### src/rtl/fetch_stage.sv
// Instruction fetch stage: issues one imem request at a time, buffers a
// response that arrives while decode is stalled, and drives the IF/ID register.
module fetch_stage #(
    parameter logic [31:0] RESET_PC = 32'hBFC00000,
    parameter logic [31:0] NOP      = 32'h00000013
) (
    input  logic        clk,
    input  logic        rst_n,
    input  logic        stall_i,
    input  logic [1:0]  PCSrc,
    input  logic [31:0] pc_target_i,
    input  logic [31:0] alu_result_i,
    output logic        imem_req_o,
    output logic [31:0] imem_addr_o,
    input  logic        imem_rvalid_i,
    input  logic [31:0] imem_rdata_i,
    output logic [31:0] instr_o,
    output logic [31:0] pc_o,
    output logic [31:0] pc_plus4_o,
    output logic        valid_o,
    output logic [6:0]  op_o,
    output logic [2:0]  funct3_o,
    output logic        funct7_o
);

    typedef enum logic [1:0] {StReq, StWait, StHold, StDrop} state_e;

    state_e      state_q, state_d;
    logic [31:0] fetch_pc_q, fetch_pc_d;
    logic [31:0] skid_q, skid_d;
    logic [31:0] instr_q, instr_d;
    logic [31:0] pc_q, pc_d;
    logic        valid_q, valid_d;

    logic        redirect;
    logic [31:0] redirect_pc;
    logic        if_load;
    logic [31:0] if_load_data;

    // Redirect only acts on a real instruction that decode is consuming.
    always_comb begin
        redirect    = valid_q && !stall_i && ((PCSrc == 2'b01) || (PCSrc == 2'b10));
        redirect_pc = (PCSrc == 2'b10) ? (alu_result_i & 32'hFFFF_FFFE) : pc_target_i;
    end

    // Next-state, imem request and IF/ID load selection.
    always_comb begin
        state_d      = state_q;
        skid_d       = skid_q;
        imem_req_o   = 1'b0;
        imem_addr_o  = fetch_pc_q;
        if_load      = 1'b0;
        if_load_data = imem_rdata_i;

        unique case (state_q)
            StReq: begin
                imem_req_o = 1'b1;
                // A redirect here leaves the request just issued outstanding.
                state_d    = redirect ? StDrop : StWait;
            end
            StWait: begin
                if (redirect) begin
                    state_d = imem_rvalid_i ? StReq : StDrop;
                end else if (imem_rvalid_i) begin
                    if (stall_i) begin
                        skid_d  = imem_rdata_i;
                        state_d = StHold;
                    end else begin
                        if_load      = 1'b1;
                        if_load_data = imem_rdata_i;
                        state_d      = StReq;
                    end
                end
            end
            StHold: begin
                if (redirect) begin
                    skid_d  = '0;
                    state_d = StReq;
                end else if (!stall_i) begin
                    if_load      = 1'b1;
                    if_load_data = skid_q;
                    skid_d       = '0;
                    state_d      = StReq;
                end
            end
            StDrop: begin
                if (imem_rvalid_i) begin
                    state_d = StReq;
                end
            end
            default: state_d = StReq;
        endcase
    end

    // IF/ID register and fetch PC update.
    always_comb begin
        fetch_pc_d = fetch_pc_q;
        instr_d    = instr_q;
        pc_d       = pc_q;
        valid_d    = valid_q;

        if (redirect) begin
            fetch_pc_d = redirect_pc;
            valid_d    = 1'b0;
            instr_d    = NOP;
        end else if (if_load) begin
            instr_d    = if_load_data;
            pc_d       = fetch_pc_q;
            valid_d    = 1'b1;
            fetch_pc_d = fetch_pc_q + 32'd4;
        end else if (!stall_i) begin
            // Decode consumed or had nothing; present a bubble.
            valid_d = 1'b0;
            instr_d = NOP;
        end
    end

    // State registers with asynchronous reset.
    always_ff @(posedge clk or negedge rst_n) begin
        if (!rst_n) begin
            state_q    <= StReq;
            fetch_pc_q <= RESET_PC;
            skid_q     <= '0;
            instr_q    <= NOP;
            pc_q       <= '0;
            valid_q    <= 1'b0;
        end else begin
            state_q    <= state_d;
            fetch_pc_q <= fetch_pc_d;
            skid_q     <= skid_d;
            instr_q    <= instr_d;
            pc_q       <= pc_d;
            valid_q    <= valid_d;
        end
    end

    assign instr_o    = instr_q;
    assign pc_o       = pc_q;
    assign pc_plus4_o = pc_q + 32'd4;
    assign valid_o    = valid_q;
    assign op_o       = instr_q[6:0];
    assign funct3_o   = instr_q[14:12];
    assign funct7_o   = instr_q[30];

endmodule
### config.mk
export PLATFORM = sky130hd
export DESIGN_NAME = fetch_stage
export DESIGN_NICKNAME = d
export VERILOG_FILES = /design/src/rtl/fetch_stage.sv
export SDC_FILE = /design/constraint.sdc
export NUM_CORES = 1
export LEC_CHECK = 0
export CORE_MARGIN = 2
export CORE_UTILIZATION = 46
export CTS_CLUSTER_SIZE = 28
export DETAILED_ROUTE_END_ITERATION = 12
export PLACE_DENSITY = 0.81
export SYNTH_ARGS = -nofsm -noshare
export SYNTH_HDL_FRONTEND = slang
export SYNTH_SLANG_ARGS = --single-unit
export TNS_END_PERCENT = 1
### constraint.sdc
create_clock -name clk -period 2.15 [get_ports clk]
set_input_delay 0.43 -clock clk [delete_from_list [all_inputs] [get_ports clk]]
set_output_delay 0.43 -clock clk [all_outputs]
set_load 0.02 [all_outputs]
==> results.tsv, run 1 <==
stage	metric	value	unit
worst_setup_path	cp_cell_sequence	and4_4, nand4_1, buf_4, nor4_1, xor2_1, clkdlybuf4s15_2	
sta	fin_crit_sh	121	%
sta	rsz0062_at_grt	yes	
worst_setup_path	cp_max_fo	3	
min_path	hold_path_class	reg2reg	
sta	period_needed	2.61	ns
outcome	violations	negative setup slack	
floorplanning	dieArea	16100	sq um
route	m1WireLength	9.01	mm
worst_setup_path	critical_path_class	reg2out	
worst_setup_path	reg2reg_slack	-0.04	ns
clock_tree	clock_latency	0.41	ns
finish	final_cells	1255	
route	met2_length	10.9	mm
finish	diodes	0	
worst_setup_path	max_stage_delay	0.36	ns
sta	holdWs	0.484	ns
finish	fillers	971	
global_route	grt_pass1_wl	35.4	mm
synthesis	ys_top_cells_by_area	dfrtp_1 43%, nand2_1 7.9%, dfstp_2 4.5%, a22o_1 4.0%, mux2i_1 4.0%	
clock_tree	cts.reportedPaths.clkPinSlew	0.06	ns
synthesis	yosysTopAreaCell	dfrtp_1	
route	routed_wirelength	22.3	mm
sta	slew_violations	0	
pwr	power.density	1380	nW/um^2
clock_tree	ctsLongestPathBuffers	2	
placement	place_hpwl	15.7	mm
route	drt_pass1_iterations	6	
sta	max_slew_margin	64.2	%
finish	drive_gt1_share	21.5	%
floorplanning	row_count	44	
synthesis	synthesis.area	6950	sq um
clock_tree	cts_sinks	131	
pwr	p_leak	5.01	nW
sta	fin_skew	0.00561	ns
worst_setup_path	crit_path_end_kind	output pin	
finish	layout.nets	1167	
global_route	grt_max_degree	56	
placement	port_buffers	241	
synthesis	ys.flop_type	dfrtp_1	
finish	final_common_cell	clkdlybuf4s50_1	
route	wl_met3	1.86	mm
global_route	grt_pass1_vias	6946	
synthesis	ys_seq_area_share	47.4	%
worst_setup_path	start_kind	flip-flop	
job	max_cap_violations	0	
floorplanning	ios	243	
clock_tree	htreeDepth	4	
sta	finalSetupViolCount	25	
worst_setup_path	cp.arrival	2.18	ns
pwr	peakVddDrop	725	uV
route	wl_per_cell	17.7	um
synthesis	synth.net_count	858	
global_route	grt_usage	27.5	%
route	first_iter_violations	500	
clock_tree	cts-root-buf	clkbuf_16	
placement	gp_congestion	0.875	
finish	fin_util	75.6	%
finish	areaGrowthSynthToFinish	59.3	%
clock_tree	cts_tree	done	
floorplanning	start_util	47.4	%
synthesis	ys_seq_elements	131	
sta	fmaxAchievable	383	MHz
worst_setup_path	crit_slowest_cell	dfrtp_2	
route	viasPerCell	5.59	
synthesis	synth_area_per_cell	9.27	sq um
finish	multi_input_area	3570	sq um
placement	placed_cells	1215	
clock_tree	numCtsBuffers	17	
global_route	antenna_found_initial	0	
worst_setup_path	cp_top_family	simple AND/OR/NAND/NOR gates	
finish	final_cell_mix	209 x clkdlybuf4s50_1, 146 x nand2_1, 116 x dfrtp_1, 111 x buf_4, 45 x o21ai_0	
global_route	grt_overflow	0	
worst_setup_path	worstPathBufferInverterCount	2	
route	dr.max_layer_used	met4	
floorplanning	core	14600	sq um
floorplanning	die_width	127	um
floorplanning	die_h	127	um
worst_setup_path	cp.required	1.72	ns
synthesis	syn_inst	749	
route	drcViolationCount	0	
synthesis	synth_edf_count	0	
synthesis	synth_warnings	0	
sta	worst_slew_pin_slew	0.537	ns
synthesis	async_flop_share	100	%
synthesis	synth_cell_type_count	57	
route	ant_nets	0	
synthesis	yosysTopAreaCellShare	42.9	%
route	vias	7016	
sta	hold_viol	0	
sta	fin_ws	-0.460	ns
outcome	status	finished with violations	
finish	ff_latch_area	3300	sq um
-- where the power goes --
| part | internal (W) | switching, W |
|---|---|---|
| logic | 0.00370 | 0.00407 |
| registers | 0.00353 | 0.000867 |
| clock network | 0.00195 | 0.00113 |
| total | 0.00918 | 0.00606 |
-- layer usage --
layer  up-vias  GRT usage [%]
met2       359           47.6
met4         0           10.7
met1      3349           33.6
met5         -              0
met3        46           5.82
li1       3262              -
-- worst paths after layout --
check,start,to,cells after the start
hold reg to reg,instr_o[8],instr_o[8],2
min in group asynchronous,rst_n,instr_o[12],2
max in group asynchronous,rst_n,instr_o[0],3
setup / recovery,pc_o[19],pc_plus4_o[24],6
hold / removal,instr_o[8],instr_o[8],2
setup reg to reg,state_q[0],imem_addr_o[11],8
-- worst min-delay path, cell delays in order (launching register included) --
cell	delay (ns)
dfrtp_1	0.34
nand2_1	0.05
o21ai_0	0.06
-- cell usage after synthesis, types with 2 or more instances --
| cell type | n |
|---|---|
| a21oi_1 | 42 |
| a221o_1 | 7 |
| buf_2 | 8 |
| or4_1 | 2 |
| buf_1 | 7 |
| mux2i_1 | 28 |
| ha_1 | 7 |
| o221ai_1 | 2 |
| o21ai_0 | 54 |
| a2bb2oi_1 | 3 |
| mux2_2 | 4 |
| a221oi_1 | 2 |
| nand4_1 | 16 |
| nand3_1 | 23 |
| and2_1 | 4 |
| inv_1 | 10 |
| dfstp_2 | 12 |
| o22ai_1 | 8 |
| nor4_1 | 8 |
| o211ai_1 | 4 |
| nor2b_1 | 33 |
| xnor2_1 | 21 |
| buf_6 | 4 |
| nor3_2 | 2 |
| nor2_1 | 30 |
| dfrtp_1 | 119 |
| a22o_1 | 32 |
| xor2_1 | 12 |
| and4_1 | 3 |
| clkbuf_1 | 27 |
| buf_4 | 13 |
| a31oi_1 | 5 |
| a211oi_1 | 2 |
| nand3b_1 | 2 |
| nand2_1 | 147 |
| nor3_1 | 10 |
| and3_1 | 14 |
| nor4_2 | 3 |
-- flip-flops by register name, summed over array words and instances, names as in the netlist --
register / count
imem_addr_o: 32
instr_o: 32
pc_o: 32
skid_q: 32
state_q: 2
valid_o: 1
-- stage by stage --
stage	setup slack [ns]	setup TNS (ns)	cell area, sq um	power, W
final	-0.460	-5.86	11100	0.0152
after global routing	-0.520	-8.44	11100	0.0160
after floorplan	-0.0758	-0.367	7050	0.00820
after detailed placement	-0.493	-43.62	10200	0.0121
after CTS	-0.493	-6.46	11000	0.0152
after global placement	-0.416	-39.02	10200	0.0119
-- timing repair --
item                                    CTS  global route
endpoints found under the hold margin     9             0
endpoints found under the setup margin   32            91
gates resized for setup                 141            33
buffers inserted                          4             3
hold buffers                              1             0
pin swaps                                11             4
cloned                                    0             0
-- logic make-up after synthesis --
logic type | Yosys count | synth area share (%)
simple gates | 304 | 21.3
xor+xnor | 33 | 4.16
mux | 32 | 4.68
flops | 131 | 47.4
compound gates | 173 | 16.2
fa+ha+maj | 7 | 1.26
buf+inv | 69 | 5.01
-- cell type report --
cell class,instances,share of cell area (%)
clock buffers,17,3.84
clock inverters,15,1.87
repair buffers,349,29.8
flip-flops and latches,131,29.8
inverters,10,0.339
multi-input cells,549,32.3
well taps,184,2.08
(Power assumes the default switching activity.)
==> run 2: changes to the inputs <==
Settings changed: CAP_MARGIN from default to 30, PLACE_DENSITY 0.81 to default, PLACE_DENSITY_LB_ADDON from default to 0.3.
==> results.tsv, run 2 (synthesis results as in run 1) <==
stage	metric	value	unit	change
pwr	peakVddDrop	704	uV	was 725 uV
sta	fmaxAchievable	387	MHz	was 383 MHz
global_route	grt_pass1_wl	35.3	mm	was 35.4 mm
worst_setup_path	critical_path_class	reg2out		unchanged
worst_setup_path	startpoint	pc_o[19]		unchanged
clock_tree	cts.reportedPaths.clkPinSlew	0.06	ns	about the same
placement	placed_area	10200	sq um	about the same
sta	fin_skew	0.00346	ns	was 0.00561 ns
floorplanning	die_width	127	um	unchanged
route	ant_nets	0		unchanged
clock_tree	cts_tree	done		unchanged
sta	slew_violations	0		unchanged
finish	fin_util	75.1	%	was 75.6%
worst_setup_path	cp_cell_sequence	and4_1, nand4_1, buf_4, nor4_4, buf_6, nand3_4, xnor2_2, buf_4		was and4_4, nand4_1, buf_4, nor4_1, xor2_1, clkdlybuf4s15_2
finish	final_common_cell	clkdlybuf4s50_1		unchanged
placement	place_hpwl	15.7	mm	about the same
worst_setup_path	cp.required	1.72	ns	about the same
placement	port_buffers	241		unchanged
floorplanning	die_h	127	um	unchanged
global_route	grt_usage	27.4	%	was 27.5%
floorplanning	row_count	44		unchanged
floorplanning	dieArea	16100	sq um	unchanged
sta	rsz0062_at_grt	yes		unchanged
route	vias	7010		was 7016
clock_tree	clock_latency	0.42	ns	was 0.41 ns
worst_setup_path	max_stage_delay	0.35	ns	was 0.36 ns
sta	fin_ws	-0.436	ns	was -0.460 ns
route	viasPerCell	5.61		was 5.59
worst_setup_path	crit_path_end_kind	output pin		unchanged
worst_setup_path	path_common_cell	buf_4		
sta	holdWs	0.485	ns	was 0.484 ns
finish	final_cells	1249		was 1255
finish	drive_gt1_share	21.6	%	was 21.5%
route	drt_pass1_iterations	5		was 6
clock_tree	cts_sinks	131		unchanged
pwr	p_leak	4.90	nW	was 5.01 nW
clock_tree	htreeDepth	4		unchanged
placement	placed_cells	1212		was 1215
global_route	grt_pass1_vias	6773		was 6946
finish	diodes	0		unchanged
finish	areaGrowthSynthToFinish	58.2	%	was 59.3%
placement	gp_congestion	0.893		was 0.875
floorplanning	core	14600	sq um	unchanged
min_path	hold_path_class	reg2reg		unchanged
sta	worst_slew_pin_slew	0.523	ns	was 0.537 ns
clock_tree	numCtsBuffers	17		unchanged
pwr	power	0.0150	W	was 0.0152 W
outcome	violations	negative setup slack		unchanged
worst_setup_path	cp_max_fo	4		was 3
worst_setup_path	start_kind	flip-flop		unchanged
floorplanning	ios	243		unchanged
clock_tree	cts-root-buf	clkbuf_16		unchanged
global_route	grt_overflow	0		unchanged
sta	fin_crit_sh	120	%	was 121%
route	first_iter_violations	587		was 500
outcome	status	finished with violations		unchanged
pwr	power.density	1370	nW/um^2	was 1380 nW/um^2
worst_setup_path	cp.arrival	2.16	ns	was 2.18 ns
global_route	antenna_found_initial	0		unchanged
worst_setup_path	crit_slowest_cell	dfrtp_2		unchanged
route	wl_per_cell	17.9	um	was 17.7 um
sta	period_needed	2.59	ns	was 2.61 ns
route	drcViolationCount	0		unchanged
clock_tree	ctsLongestPathBuffers	2		unchanged
min_path	min_from	instr_o[9]		was instr_o[8]
floorplanning	start_util	47.4	%	unchanged
worst_setup_path	r2r_start	state_q[1]		was state_q[0]
sta	hold_viol	0		unchanged
route	routed_wirelength	22.3	mm	about the same
sta	max_slew_margin	65.1	%	was 64.2%
global_route	grt_max_degree	52		was 56
sta	finalSetupViolCount	23		was 25
finish	design_area	11000	sq um	was 11100 sq um
worst_setup_path	cp_top_family	simple AND/OR/NAND/NOR gates		unchanged
worst_setup_path	worstPathBufferInverterCount	3		was 2
finish	layout.nets	1161		was 1167
finish	final_cell_mix	210 x clkdlybuf4s50_1, 145 x nand2_1, 116 x dfrtp_1, 111 x buf_4, 50 x o21ai_0		was 209 x clkdlybuf4s50_1, 146 x nand2_1, 116 x dfrtp_1, 111 x buf_4, 45 x o21ai_0
job	max_cap_violations	0		unchanged
run 2: cell types whose count changed in the layout (fill, tap and decap cells not counted), sizes merged:
| cell | delta |
|---|---|
| buf | -6 |
| bufinv | -2 |
| clkbuf | +2 |
| clkinvlp | +2 |
| inv | -2 |
| clkdlybuf4s15 | +1 |
| clkdlybuf4s50 | +1 |
| clkinv | -1 |
| dlygate4sd2 | -1 |
run 2: worst min-delay path, stage by stage (launching register included):
cell     delay (ns)
dfrtp_1        0.34
nand2_1        0.05
o21ai_0        0.06
run 2: repair_timing:
action / 4_1_cts / 5_1_grt
gates cloned: 0 / 0
buffers inserted: 4 / 0
gates resized for setup: 128 / 46
hold buffers: 1 / 0
pin swaps: 7 / 5
endpoints found under the hold margin: 40 / 0
setup endpoints to repair: 54 / 109
run 2: final cells by class:
| class | count | area, sq um |
|---|---|---|
| fillers | 1016 | 3650 |
| multi-input cells | 549 | 3600 |
| flip-flops and latches | 131 | 3300 |
| repair buffers | 343 | 3230 |
| clock buffers | 20 | 467 |
| well taps | 184 | 230 |
| clock inverters | 12 | 131 |
| inverters | 10 | 37.5 |
run 2: routing by layer:
metal  vias up  wire length, um  part of all wire, %  global-route usage, %
met4         0              482                  2.2                   8.86
met2       342            11100                   50                   47.2
met1      3372             8980                   40                   34.4
li1       3259                -                    -                      -
met3        37             1800                  8.0                   6.41
met5         -                0                    0                      0
run 2: path summary, 6_finish.rpt:
check / endpoint / slack (ns) / cells after the start
min reg2reg: instr_o[9] / 0.49 / 2
max reg2reg: imem_addr_o[29] / 0.01 / 7
min in group asynchronous: instr_o[15] / 0.51 / 2
min: instr_o[9] / 0.49 / 2
max: pc_plus4_o[29] / -0.44 / 8
max in group asynchronous: instr_o[0] / 0.96 / 3
run 2: through the flow:
step / setup WS, ns / setup TNS, ns
3_5_place_dp: -0.603 / -47.53
6_report: -0.436 / -5.95
5_1_grt: -0.515 / -9.22
2_1_floorplan: -0.0758 / -0.367
3_3_place_gp: -0.587 / -44.04
4_1_cts: -0.451 / -7.10
run 2: report_power, final:
group / internal [W] / total [W] / switching, W
clock network: 0.00180 / 0.00288 / 0.00109
registers: 0.00353 / 0.00443 / 0.000903
logic: 0.00370 / 0.00773 / 0.00403
total: 0.00903 / 0.0150 / 0.00602
